[src/rtl/mem_arbiter_rr.sv]
// mem_arbiter_rr
//   Round-robin arbiter that merges CNT master request channels onto one
//   slave request channel. Every grant pushes the winner's index into a
//   tag FIFO; the in-order slave responses are steered back to the master
//   named by the FIFO head.
//
//   Optional feature macro: MEM_ARB_CREDIT_EN
//     defined   : per-master credit counters cap each master at
//                 MAX_OUTSTANDING requests in flight
//     undefined : every valid master is eligible; only QUEUE_DEPTH bounds
//                 the total in flight
//
// Ports
//   clk, rst                 clock, synchronous active-high reset
//   master_req_*_i/_o        per-master request  (valid/ready/data[ADDR_WIDTH])
//   master_resp_*_o/_i       per-master response (valid/ready/data[DATA_WIDTH])
//   slave_req_*_o/_i         arbitrated request to memory
//   slave_resp_*_i/_o        in-order response from memory
module mem_arbiter_rr #(
  parameter int CNT             = 2,
  parameter int QUEUE_DEPTH     = 4,
  parameter int ADDR_WIDTH      = 32,
  parameter int DATA_WIDTH      = 32,
  parameter int MAX_OUTSTANDING = 2
) (
  input  logic                                clk,
  input  logic                                rst,
  input  logic [CNT-1:0]                      master_req_valid_i,
  output logic [CNT-1:0]                      master_req_ready_o,
  input  logic [CNT-1:0][ADDR_WIDTH-1:0]      master_req_data_i,
  output logic [CNT-1:0]                      master_resp_valid_o,
  input  logic [CNT-1:0]                      master_resp_ready_i,
  output logic [CNT-1:0][DATA_WIDTH-1:0]      master_resp_data_o,
  output logic                                slave_req_valid_o,
  input  logic                                slave_req_ready_i,
  output logic [ADDR_WIDTH-1:0]               slave_req_data_o,
  input  logic                                slave_resp_valid_i,
  output logic                                slave_resp_ready_o,
  input  logic [DATA_WIDTH-1:0]               slave_resp_data_i
);

  localparam int IDX_W = (CNT > 1) ? $clog2(CNT) : 1;
  localparam int PTR_W = $clog2(QUEUE_DEPTH);
  localparam int OCC_W = PTR_W + 1;

  if (CNT < 1 || QUEUE_DEPTH < 2 || (QUEUE_DEPTH & (QUEUE_DEPTH - 1)) != 0 ||
      MAX_OUTSTANDING < 1 || MAX_OUTSTANDING > QUEUE_DEPTH) begin : g_bad_cfg
    $error("mem_arbiter_rr: illegal parameter combination");
  end

  logic [IDX_W-1:0]                  ptr_q, ptr_d, sel, cand, head;
  logic [QUEUE_DEPTH-1:0][IDX_W-1:0] tag_q;
  logic [PTR_W-1:0]                  wptr_q, wptr_d, rptr_q, rptr_d;
  logic [OCC_W-1:0]                  occ_q, occ_d;
  logic [CNT-1:0]                    elig;
  logic                              any_elig, full, empty, push, pop;

`ifdef MEM_ARB_CREDIT_EN
  localparam int CR_W = $clog2(MAX_OUTSTANDING + 1);
  logic [CNT-1:0][CR_W-1:0] credit_q, credit_d;

  for (genvar i = 0; i < CNT; i++) begin : g_credit
    assign elig[i] = master_req_valid_i[i] &&
                     (credit_q[i] < CR_W'(MAX_OUTSTANDING));

    // Grant and return to the same master in one cycle cancel out.
    always_comb begin
      credit_d[i] = credit_q[i];
      case ({push && (sel == IDX_W'(i)), pop && (head == IDX_W'(i))})
        2'b10:   credit_d[i] = credit_q[i] + CR_W'(1);
        2'b01:   credit_d[i] = credit_q[i] - CR_W'(1);
        default: ;
      endcase
    end

    always_ff @(posedge clk) begin
      if (rst) credit_q[i] <= '0;
      else     credit_q[i] <= credit_d[i];
    end
  end
`else
  assign elig = master_req_valid_i;
`endif

  // First eligible index at or after ptr, wrapping modulo CNT.
  always_comb begin
    sel      = '0;
    cand     = '0;
    any_elig = 1'b0;
    for (int k = 0; k < CNT; k++) begin
      cand = IDX_W'((int'(ptr_q) + k) % CNT);
      if (!any_elig && elig[cand]) begin
        any_elig = 1'b1;
        sel      = cand;
      end
    end
  end

  assign full  = (occ_q == OCC_W'(QUEUE_DEPTH));
  assign empty = (occ_q == '0);
  assign head  = tag_q[rptr_q];

  // Full blocks the push even when a pop lands in the same cycle, so the
  // response side never feeds combinationally into slave_req_valid_o.
  assign slave_req_valid_o  = any_elig && !full && !rst;
  assign slave_req_data_o   = master_req_data_i[sel];
  assign push               = slave_req_valid_o && slave_req_ready_i;

  assign slave_resp_ready_o = master_resp_ready_i[head] && !empty && !rst;
  assign pop                = slave_resp_valid_i && slave_resp_ready_o;

  for (genvar i = 0; i < CNT; i++) begin : g_lane
    assign master_req_ready_o[i]  = push && (sel == IDX_W'(i));
    assign master_resp_valid_o[i] = slave_resp_valid_i && !empty && (head == IDX_W'(i));
    assign master_resp_data_o[i]  = slave_resp_data_i;
  end

  always_comb begin
    ptr_d  = ptr_q;
    wptr_d = wptr_q;
    rptr_d = rptr_q;
    occ_d  = occ_q;
    if (push) begin
      ptr_d  = (sel == IDX_W'(CNT - 1)) ? '0 : sel + IDX_W'(1);
      wptr_d = wptr_q + PTR_W'(1);
    end
    if (pop) rptr_d = rptr_q + PTR_W'(1);
    case ({push, pop})
      2'b10:   occ_d = occ_q + OCC_W'(1);
      2'b01:   occ_d = occ_q - OCC_W'(1);
      default: ;
    endcase
  end

  always_ff @(posedge clk) begin
    if (rst) begin
      ptr_q  <= '0;
      wptr_q <= '0;
      rptr_q <= '0;
      occ_q  <= '0;
    end else begin
      ptr_q  <= ptr_d;
      wptr_q <= wptr_d;
      rptr_q <= rptr_d;
      occ_q  <= occ_d;
    end
  end

  // Tag storage needs no reset: entries are only read while occupancy > 0.
  always_ff @(posedge clk) begin
    if (push) tag_q[wptr_q] <= sel;
  end

endmodule

[config.mk]
export PLATFORM = sky130hd
export DESIGN_NAME = mem_arbiter_rr
export DESIGN_NICKNAME = d
export VERILOG_FILES = /design/src/rtl/mem_arbiter_rr.sv
export SDC_FILE = /design/constraint.sdc
export NUM_CORES = 1
export LEC_CHECK = 0
export CORE_MARGIN = 5
export CORE_UTILIZATION = 25
export CTS_CLUSTER_DIAMETER = 200
export DETAILED_ROUTE_END_ITERATION = 10
export GPL_TIMING_DRIVEN = 0
export PLACE_DENSITY = 0.87
export SKIP_CTS_REPAIR_TIMING = 1
export SYNTH_ARGS = -nofsm -noshare
export SYNTH_HDL_FRONTEND = slang
export SYNTH_SLANG_ARGS = --single-unit
export TNS_END_PERCENT = 20
[constraint.sdc]
create_clock -name clk -period 2.84 [get_ports clk]
set_input_delay 0.568 -clock clk [delete_from_list [all_inputs] [get_ports clk]]
set_output_delay 0.568 -clock clk [all_outputs]
set_load 0.005 [all_outputs]
Yosys cells after proc, flatten, opt, wreduce, memory -nomap -nowiden
Cells that the tools add are included.

$lt $le $gt $ge: 7. Bitwise gates (word level): 2. Muxes and demuxes: 19. Equality and inequality tests: 3. Reductions and logical operators: 19. Add/subtract/negate cells: 6.

Operators by type and width (number): 2-to-1 mux 32 bit (2); logical AND 1 bit (13); 2-to-1 mux 1 bit (13); less-than comparator 1 x 2 -> 1 bit, second input constant (4); less-than comparator 2 x 3 -> 1 bit, second input constant (2); one-hot mux 3 bit (2 select lines) (1); adder 2 x 1 -> 2 bit, second input constant (2); bitwise mux 4 bit (1); logical NOT 1 bit (4); adder 3 x 1 -> 3 bit, second input constant (1); equality test 3 bit, second input constant (1); logical NOT 3 bit (1); subtractor 3 x 1 -> 3 bit, second input constant (1); adder 1 bit, second input constant (2); binary-select mux 1 bit (select 2 bit) (1); demux 1 bit (select 2 bit) (1); equality test 2 x 1 -> 1 bit, second input constant (1); equality test 2 bit, second input constant (1); greater-or-equal comparator 2 x 1 -> 1 bit, second input constant (1); inverter 1 bit (2); nonzero test 2 bit (1).

Register bits: 12. Input bits: 104. Logic and storage cells: 64. Output and inout bits: 102.

Depth between registers and ports, before layout
Gate-level depths: netlist of run 1.

Word-level depth: 11. Depth in mapped cells: 9. Mapped depth without buffers: 9.

Worst setup path before layout of run 1
Ideal clock, no wire load.

Kind: flip-flop to flip-flop. From: register rptr_q[0]. To: register occ_q[2]. Data arrival time: 2.385 ns. Slack: 0.384 ns. Path buffers: 0. Stages on the path, launching flop included: 10. Library setup time: 0.071 ns. Clock period less this slack: 2.456 ns. Required time: 2.769 ns. Path through: dfxtp_1 mux4_2 mux2i_1 nor3_1 ha_1 inv_1 fa_1 xor2_1 or3_1 a21oi_1.

Word-level cells in the longest chain between the ends: 9. Elaborated cells on any way between the ends: 11. Classes of those cells: 2 x eq/ne; 5 x mux; 4 x reduce/logical.

RTL lines: from (decl) (line 53) `logic [PTR_W-1:0] wptr_q, wptr_d, rptr_q, rptr_d;`; from (signal assigned) (line 144) `rptr_q <= rptr_d;`; binary-select mux 1 bit (select 2 bit) * (line 101) `assign head = tag_q[rptr_q];`; 2-to-1 mux 1 bit (not written as such) * (line 101); 2-to-1 mux 1 bit (not written as such) * (2 in a row) (line 109) `assign slave_resp_ready_o = master_resp_ready_i[head] && !empty && !rst;`; logical AND 1 bit * (2 in a row) (line 109); logical AND 1 bit * (line 110) `assign pop = slave_resp_valid_i && slave_resp_ready_o;`; named net pop (line 56) `logic any_elig, full, empty, push, pop;`; equality test 2 x 1 -> 1 bit or equality test 2 bit (tied branches) (line 128) `case ({push, pop})`; one-hot mux 3 bit (2 select lines) or nonzero test 2 bit (tied branches); to (signal assigned) (line 140) `occ_q <= '0;`; to (signal assigned) (line 145) `occ_q <= occ_d;`; to (decl) (line 54) `logic [OCC_W-1:0] occ_q, occ_d;`.

Mark *: on every way through the listed nets, which the timed path passes. The rest lies on a longest branch. The select of a mux whose other input is x is not followed. A chain may end at the register's enable or synchronous reset.

Worst setup path in the final report of run 1
From: input master_req_valid_i[0]. To: output slave_req_data_o[2].

Word-level cells in the longest chain between the ends: 8. Elaborated cells on any way between the ends: 11. Classes of those cells: 9 x mux; 2 x reduce/logical.

RTL lines: from (decl) (line 28) `input logic [CNT-1:0] master_req_valid_i,`; 2-to-1 mux 1 bit (not written as such) (2 in a row) (line 92) `if (!any_elig && elig[cand]) begin`; 2-to-1 mux 1 bit (line 92); logical NOT 1 bit (line 92); logical AND 1 bit (line 92); 2-to-1 mux 1 bit * (line 92); 2-to-1 mux 32 bit (not written as such) * (2 in a row) (line 106) `assign slave_req_data_o = master_req_data_i[sel];`; to (decl) (line 36) `output logic [ADDR_WIDTH-1:0] slave_req_data_o,`.

Mark *: on every way between the ends. The rest lies on a longest branch, timed or not. The select of a mux whose other input is x is not followed.

==> flow_metrics.tcl, run 1 <==
set metrics [dict create \
    final_max_slew_viol_count 0 \
    timing.slew.headroom 0.691 \
    grt-ovfl-total 0 \
    endpoint_of_the_worst_register_to_register_path "occ_q[2]" \
    avgViaCountPerCell 4.15 \
    clock_network_latency_to_the_later_pin_of_the_worst_skew_pair_ps 240 \
    main_combinational_cell_family_by_area_after_synthesis "buffers and inverters" \
    antenna_violations_before_repair 0 \
    synth_top_flop_cell "dfxtp_1" \
    max-clock-path-buffers 2 \
    die-height_um 88.2 \
    arithmetic_cell_share_of_the_synthesized_area_counting_full_adders_half_adders_and_majority_gates 0.0541 \
    io_buffers 173 \
    grt_setup_unrepaired "yes" \
    cts_made_buffers 3 \
    power.total_uw 819 \
    synth_top_area_share 0.314 \
    htree_num_levels 1 \
    synth-edff-count 4 \
    syn_inst 168 \
    detail_route_antenna_nets 0 \
    worst_pin_slew_ps 451 \
    finalClockSkew_ps 3.23 \
    drc_errors 0 \
    leakagePower_nw 1.74 \
    clk_pin_slew_ps 50 \
    final.period_utilization 1.02 \
    synth.area.mux_share 0.264 \
    dr.first_iter.drc_count 12 \
    crit_path_max_fanout 10 \
    postSynthNetCount 278 \
    synth_largest_area_cell "buf_4" \
    route.detailed.wl_per_inst_um 15.7 \
    worst_ep_required_time_ps 2270 \
    design.final.nets 463 \
    critical_path.endpoint_type "primary output" \
    r2r.worst_path.cells 9 \
    grt_pass1_vias 1827 \
    rows 28 \
    die-area_sq_um 7770 \
    io_pins 206 \
    synth_compound_gate_area_share 0.0557 \
    syn2layout_area_growth_pct 135 \
    grt_max_degree 11 \
    type_of_the_tightest_min_delay_check "flop to flop" \
    reg2reg_setup_slack_ps 160 \
    most_instantiated_library_cell_after_synthesis "buf_4" \
    cp-startpoint "master_req_valid_i[0]" \
    start_util 0.258 \
    overall_routing_resource_usage 0.155 \
    utilization 0.607 \
    layout_setup_ws_ps -61.7 \
    drt-total-wl_um 6720 \
    die_width_um 88.2 \
    clock_tree.root_cell "clkbuf_8" \
    drtPass1Iterations 4 \
    yosysWarningCount 0 \
    finalWorstPathRequiredPeriod_ps 2900 \
    post_synth_main_area_contributors "buf_4 31%, mux2_1 21%, dfxtp_1 10%" \
    post_synth_and_or_nand_nor_area_fraction 0.0745 \
    gp_congestion 0.776 \
    whs_ps 496 \
    post-dp-hpwl_um 5940 \
    timing.max_cap.violations 0 \
    cts_tree "done" \
    setup.worst_path.end "slave_req_data_o[2]" \
    syn-mean-instance-area_sq_um 9.09 \
    grt_pass1_wl_um 9300 \
    n_antenna_cell 0 \
    violations "setup timing" \
    setup_viol 2 \
    post_layout_cell_count 427 \
    fmax_mhz 345 \
    core-area_sq_um 5920 \
    drive_gt1_frac 0.244 \
    path_class "input pin to primary output" \
    power_density_nw_per_um2 228 \
    placed_cells_incl_taps 416 \
    postSynth.asyncResetShare 0 \
    startpoint_type "input pin" \
    worst-endpoint-arrival_ps 2330 \
    power.ir.vdd_worst_uv 120 \
    synth_xor_area_frac 0.0172 \
    yosysSeqAreaShare 0.183 \
    crit-reg2reg-launch "rptr_q[0]" \
    synth_common_cells "64 x buf_4, 29 x mux2_1, 11 x nor2_1" \
    outcome "finished, violations left" \
    yosys_register_bits 12 \
    synth_area_sq_um 1530 \
    hold_viol_final 0 \
    cts_sink_cnt 12 \
    yosysUniqueCellTypes 28 \
    route.vias.total 1774 \
]
==> stage by stage <==
step                worst slack [ps]  cell area (sq um)  TNS, ps
floorplan                        384               1530        0
global placement                -560               3350   -16550
detailed placement              -558               3350   -16790
CTS                             -568               3400   -16890
global route                    -111               3590     -287
finish                         -61.7               3590     -121
==> how the worst min path moves through the flow <==
| stage | start | end | slack (ps) | depth (start not counted) |
|---|---|---|---|---|
| 5_1_grt | rptr_q[1] | rptr_q[1] | 510 | 2 |
| 6_report | rptr_q[1] | rptr_q[1] | 500 | 2 |
| 4_1_cts | rptr_q[1] | rptr_q[1] | 490 | 2 |
| 3_5_place_dp | rptr_q[1] | rptr_q[1] | 480 | 2 |
| 2_1_floorplan | rptr_q[1] | rptr_q[1] | 460 | 2 |
| 3_3_place_gp | rptr_q[1] | rptr_q[1] | 470 | 2 |
==> layout make-up <==
type	instances	area, sq um
timing repair buffer	180	1880
sequential	12	280
inverter	10	37.5
clock inverter	1	3.75
fill	491	2330
tap	75	93.8
clock buffer	3	41.3
multi-input combinational	78	727
buffer	68	527
==> routing by layer <==
metal  track usage  share of wire
met3        0.0433          0.095
met2         0.326           0.57
met5             0              0
met4        0.0453          0.020
met1         0.138           0.32
==> registers in the layout, summed over array words and instances (netlist names) <==
register  flops
ptr_q         1
wptr_q        2
tag_q         4
rptr_q        2
occ_q         3
==> worst max-delay path, stage by stage <==
cell	delay (ps)
clkdlybuf4s50_1	480
inv_1	70
o21ai_4	170
buf_12	140
buf_12	130
mux2_1	320
clkdlybuf4s50_1	450
==> placed cells by master (no fill, tap or decap), types with 3 or more instances in the layout <==
| master | synthesis | routed |
|---|---|---|
| nor2_1 | 11 | 11 |
| inv_1 | 8 | 8 |
| and2_1 | 4 | 4 |
| mux2_1 | 29 | 29 |
| mux2_2 | 3 | 3 |
| buf_6 | 0 | 3 |
| a21oi_1 | 4 | 4 |
| ha_1 | 5 | 5 |
| dlymetal6s2s_1 | 0 | 32 |
| clkbuf_8 | 0 | 3 |
| clkdlybuf4s50_1 | 0 | 141 |
| dfxtp_1 | 8 | 8 |
| edfxtp_1 | 4 | 4 |
| buf_4 | 64 | 69 |
==> where the power goes <==
group | leakage, nW | internal [mW] | switching (mW) | total [mW]
Sequential | 0.102 | 0.185 | 0.00676 | 0.192
Clock | 0.0231 | 0.0955 | 0.0644 | 0.160
Combinational | 1.61 | 0.338 | 0.130 | 0.468
Total | 1.74 | 0.618 | 0.201 | 0.819
==> kinds of logic after synthesis <==
group                      Yosys count
DFF                                 12
buffers and inverters               78
xor gates and xnor gates             3
AOI/OAI and AO/OA                   11
adders and majority gates            6
and+or+nand+nor                     23
muxes                               35
No activity file was read; power rests on OpenSTA's default activity.
==> run 2: changes to the inputs <==
--- a/config.mk
+++ b/config.mk
@@ -15,4 +15,3 @@
 export SYNTH_ARGS = -nofsm -noshare
 export SYNTH_HDL_FRONTEND = slang
 export SYNTH_SLANG_ARGS = --single-unit
-export TNS_END_PERCENT = 20
==> flow_metrics.tcl, run 2 (same netlist as run 1, synthesis figures left out) <==
set metrics [dict create \
    outcome "complete, no violations" \
    n_antenna_cell 0 \
    power.total_uw 821 \
    route.vias.total 1782 \
    layout_setup_ws_ps 68.2 \
    drive_gt1_frac 0.249 \
    timing.max_cap.violations 0 \
    avgViaCountPerCell 4.16 \
    drt-total-wl_um 6780 \
    finalWorstPathRequiredPeriod_ps 2770 \
    path_class "input pin to primary output" \
    startpoint_type "input pin" \
    route.detailed.wl_per_inst_um 15.8 \
    drtPass1Iterations 4 \
    core-area_sq_um 5920 \
    nFillCells 493 \
    final.period_utilization 0.976 \
    hold_viol_final 0 \
    final_max_slew_viol_count 0 \
    max-clock-path-buffers 2 \
    clock_network_latency_to_the_later_pin_of_the_worst_skew_pair_ps 240 \
    rows 28 \
    grt-ovfl-total 0 \
    cts_tree "done" \
    power_density_nw_per_um2 228 \
    grt_pass1_wl_um 9300 \
    grt_max_degree 11 \
    clk_pin_slew_ps 50 \
    die-area_sq_um 7770 \
    most_common_cell_after_layout_fill_and_taps_aside "clkdlybuf4s50_1" \
    setup_viol 0 \
    overall_routing_resource_usage 0.155 \
    biggestRegsByFlops "tag_q (4), occ_q (3)" \
    drc_errors 0 \
    worst_ep_required_time_ps 2270 \
    dr.first_iter.drc_count 13 \
    detail_route_antenna_nets 0 \
    cts_sink_cnt 12 \
    setup-tns-final_ps 0 \
    die_width_um 88.2 \
    grt_pass1_vias 1827 \
    regMostFlops "tag_q" \
    antenna_violations_before_repair 0 \
    start_util 0.258 \
    syn2layout_area_growth_pct 136 \
    leakagePower_nw 1.76 \
    post-dp-hpwl_um 5940 \
    place_ws_ps -558 \
    htree_num_levels 1 \
    worst-endpoint-arrival_ps 2200 \
    crit_path_max_fanout 3 \
    critical_path.endpoint_type "primary output" \
    power.ir.vdd_worst_uv 119 \
    die-height_um 88.2 \
    fmax_mhz 361 \
    io_buffers 173 \
    type_of_the_tightest_min_delay_check "flop to flop" \
    design.final.nets 464 \
    most_used_cells_in_the_layout_excluding_fill_and_tap_cells "139 x clkdlybuf4s50_1, 70 x buf_4, 34 x dlymetal6s2s_1" \
    clock_tree.root_cell "clkbuf_8" \
    io_pins 206 \
    gp_congestion 0.776 \
    worst_pin_slew_ps 419 \
    finalClockSkew_ps 3.23 \
    largest_register_ffs 4 \
    cts_made_buffers 3 \
    timing.slew.headroom 0.720 \
]
==> run 2: critical path: stages <==
cell and delay, ps:
clkdlybuf4s50_1 450, inv_1 60, a2111oi_4 410, inv_2 100
nor2_1 110, clkdlybuf4s50_1 520
==> run 2: cell type report <==
cell class	instances	area, sq um	area share
Clock inverter	1	3.75	0.00104
Timing Repair Buffer	181	1890	0.525
Multi-Input combinational cell	78	731	0.203
Tap cell	75	93.8	0.0260
Sequential cell	12	280	0.0777
Clock buffer	3	41.3	0.0114
Inverter	10	37.5	0.0104
Buffer	68	527	0.146
==> run 2: per-stage QoR <==
stage	std cells	hold slack, ps	utilization	cell area (sq um)
after global placement	416	469	0.566	3350
after floorplan	168	457	-	1530
after CTS	420	490	0.574	3400
after detailed placement	416	483	0.566	3350
after global routing	428	515	0.609	3610
final	428	487	0.609	3610
==> run 2: worst paths after layout <==
path / start / to / slack [ps] / cells after the start
max: slave_req_ready_i / master_req_ready_o[1] / 70 / 6
min: rptr_q[1] / rptr_q[1] / 490 / 2
max reg2reg: rptr_q[0] / occ_q[2] / 180 / 9
min reg2reg: rptr_q[1] / rptr_q[1] / 490 / 2
==> run 2: report_power, final <==
group	total, mW	switching [mW]	internal (mW)
clock network	0.160	0.0644	0.0955
logic	0.470	0.131	0.339
registers	0.192	0.00675	0.185
==> run 2: metal layers <==
metal	global-route usage	vias up	part of all wire
li1	-	864	-
met1	0.138	823	0.31
met2	0.326	86	0.57
met3	0.0433	9	0.096
met4	0.0453	0	0.020
met5	0	-	0
==> run 3: changes to the inputs <==
--- a/config.mk
+++ b/config.mk
@@ -6,11 +6,13 @@
 export NUM_CORES = 1
 export LEC_CHECK = 0
 export CORE_MARGIN = 5
-export CORE_UTILIZATION = 25
+export CORE_UTILIZATION = 26
+export CTS_BUF_LIST = sky130_fd_sc_hd__clkbuf_4
 export CTS_CLUSTER_DIAMETER = 200
 export DETAILED_ROUTE_END_ITERATION = 10
+export GPL_ROUTABILITY_DRIVEN = 0
 export GPL_TIMING_DRIVEN = 0
-export PLACE_DENSITY = 0.87
+export PLACE_DENSITY = 0.89
 export SKIP_CTS_REPAIR_TIMING = 1
 export SYNTH_ARGS = -nofsm -noshare
 export SYNTH_HDL_FRONTEND = slang
==> flow_metrics.tcl, run 3 (same netlist as run 1, synthesis figures left out) <==
set metrics [dict create \
    biggestRegsByFlops "tag_q (4), occ_q (3)" \
    crit_path_max_fanout 6 \
    critical_path.endpoint_type "primary output" \
    drt-total-wl_um 7100 \
    die-height_um 86.7 \
    route.vias.total 1782 \
    worst_ep_required_time_ps 2270 \
    grt-ovfl-total 0 \
    power.total_uw 770 \
    overall_routing_resource_usage 0.165 \
    antenna_violations_before_repair 0 \
    die_width_um 86.7 \
    largest_register_ffs 4 \
    finalClockSkew_ps 2.13 \
    worst_pin_slew_ps 457 \
    design.final.nets 463 \
    power_density_nw_per_um2 216 \
    cts_sink_cnt 12 \
    grt.met2_usage 0.334 \
    start_util 0.263 \
    clk_pin_slew_ps 80 \
    outcome "complete, no violations" \
    io_buffers 173 \
    final_max_slew_viol_count 0 \
    clock_network_latency_to_the_later_pin_of_the_worst_skew_pair_ps 270 \
    n_antenna_cell 0 \
    die-area_sq_um 7510 \
    regMostFlops "tag_q" \
    leakagePower_nw 1.75 \
    post-dp-hpwl_um 6170 \
    dr.first_iter.drc_count 16 \
    placed_cells_incl_taps 416 \
    drtPass1Iterations 4 \
    hold_viol_final 0 \
    setup-tns-final_ps 0 \
    worst-endpoint-arrival_ps 2130 \
    cts_made_buffers 3 \
    max-clock-path-buffers 2 \
    detail_route_antenna_nets 0 \
    power.ir.vdd_worst_uv 154 \
    grt_pass1_wl_um 9660 \
    syn2layout_area_growth_pct 134 \
    htree_num_levels 1 \
    most_used_cells_in_the_layout_excluding_fill_and_tap_cells "139 x clkdlybuf4s50_1, 68 x buf_4, 34 x dlymetal6s2s_1" \
    rows 28 \
    route.detailed.wl_per_inst_um 16.6 \
    most_common_cell_after_layout_fill_and_taps_aside "clkdlybuf4s50_1" \
    post_layout_cell_count 427 \
    clock_tree.root_cell "clkbuf_4" \
    final.period_utilization 0.949 \
    busiest_layer "met2" \
    timing.slew.headroom 0.695 \
    drc_errors 0 \
    setup_viol 0 \
    path_class "flop to primary output" \
    grt_setup_unrepaired "no" \
    finalWorstPathRequiredPeriod_ps 2690 \
    avgViaCountPerCell 4.17 \
    globalRouteMet3Util 0.0513 \
    gr-usage-met1 0.158 \
    cts_tree "done" \
    drive_gt1_frac 0.250 \
    core-area_sq_um 5820 \
    type_of_the_tightest_min_delay_check "flop to flop" \
    io_pins 206 \
    fmax_mhz 371 \
    grt_pass1_vias 1824 \
    startpoint_type "flop" \
    grt_max_degree 11 \
    timing.max_cap.violations 0 \
]
run 3: critical path, stage by stage (launching register included):
cell and delay (ps):
dfxtp_2 370, mux4_2 550, mux2i_2 220, nor3_1 180, clkdlybuf4s50_1 530
run 3: metal layers:
| metal | part of all wire | up-vias |
|---|---|---|
| li1 | - | 865 |
| met5 | 0 | - |
| met3 | 0.085 | 11 |
| met1 | 0.33 | 815 |
| met4 | 0.019 | 0 |
| met2 | 0.57 | 91 |
run 3: power breakdown:
| group | internal, mW | switching (mW) |
|---|---|---|
| clock | 0.0509 | 0.0580 |
| combinational | 0.336 | 0.134 |
| sequential | 0.184 | 0.00714 |
run 3: area by class of cell:
class | count | area [sq um]
Fill cell | 486 | 2240
Timing Repair Buffer | 180 | 1880
Multi-Input combinational cell | 78 | 731
Buffer | 68 | 522
Sequential cell | 12 | 282
Tap cell | 75 | 93.8
Inverter | 10 | 37.5
Clock buffer | 3 | 22.5
Clock inverter | 1 | 3.75
run 3: stage by stage:
stage	setup WS, ps	utilization	hold WS, ps	cell area [sq um]
after global routing	32.3	0.614	544	3570
after detailed placement	-647	0.577	505	3350
final	146	0.614	513	3570
after global placement	-628	0.577	468	3350
after floorplan	384	-	457	1530
after CTS	-664	0.581	516	3380
run 3: path summary, 6_finish.rpt:
kind / cells after the start / to / startpoint / slack [ps]
worst max-delay path: 4 / slave_resp_ready_o / rptr_q[0] / 150
worst min-delay path: 2 / rptr_q[1] / rptr_q[1] / 510
worst max register to register: 9 / occ_q[2] / rptr_q[0] / 210
worst min register to register: 2 / rptr_q[1] / rptr_q[1] / 510
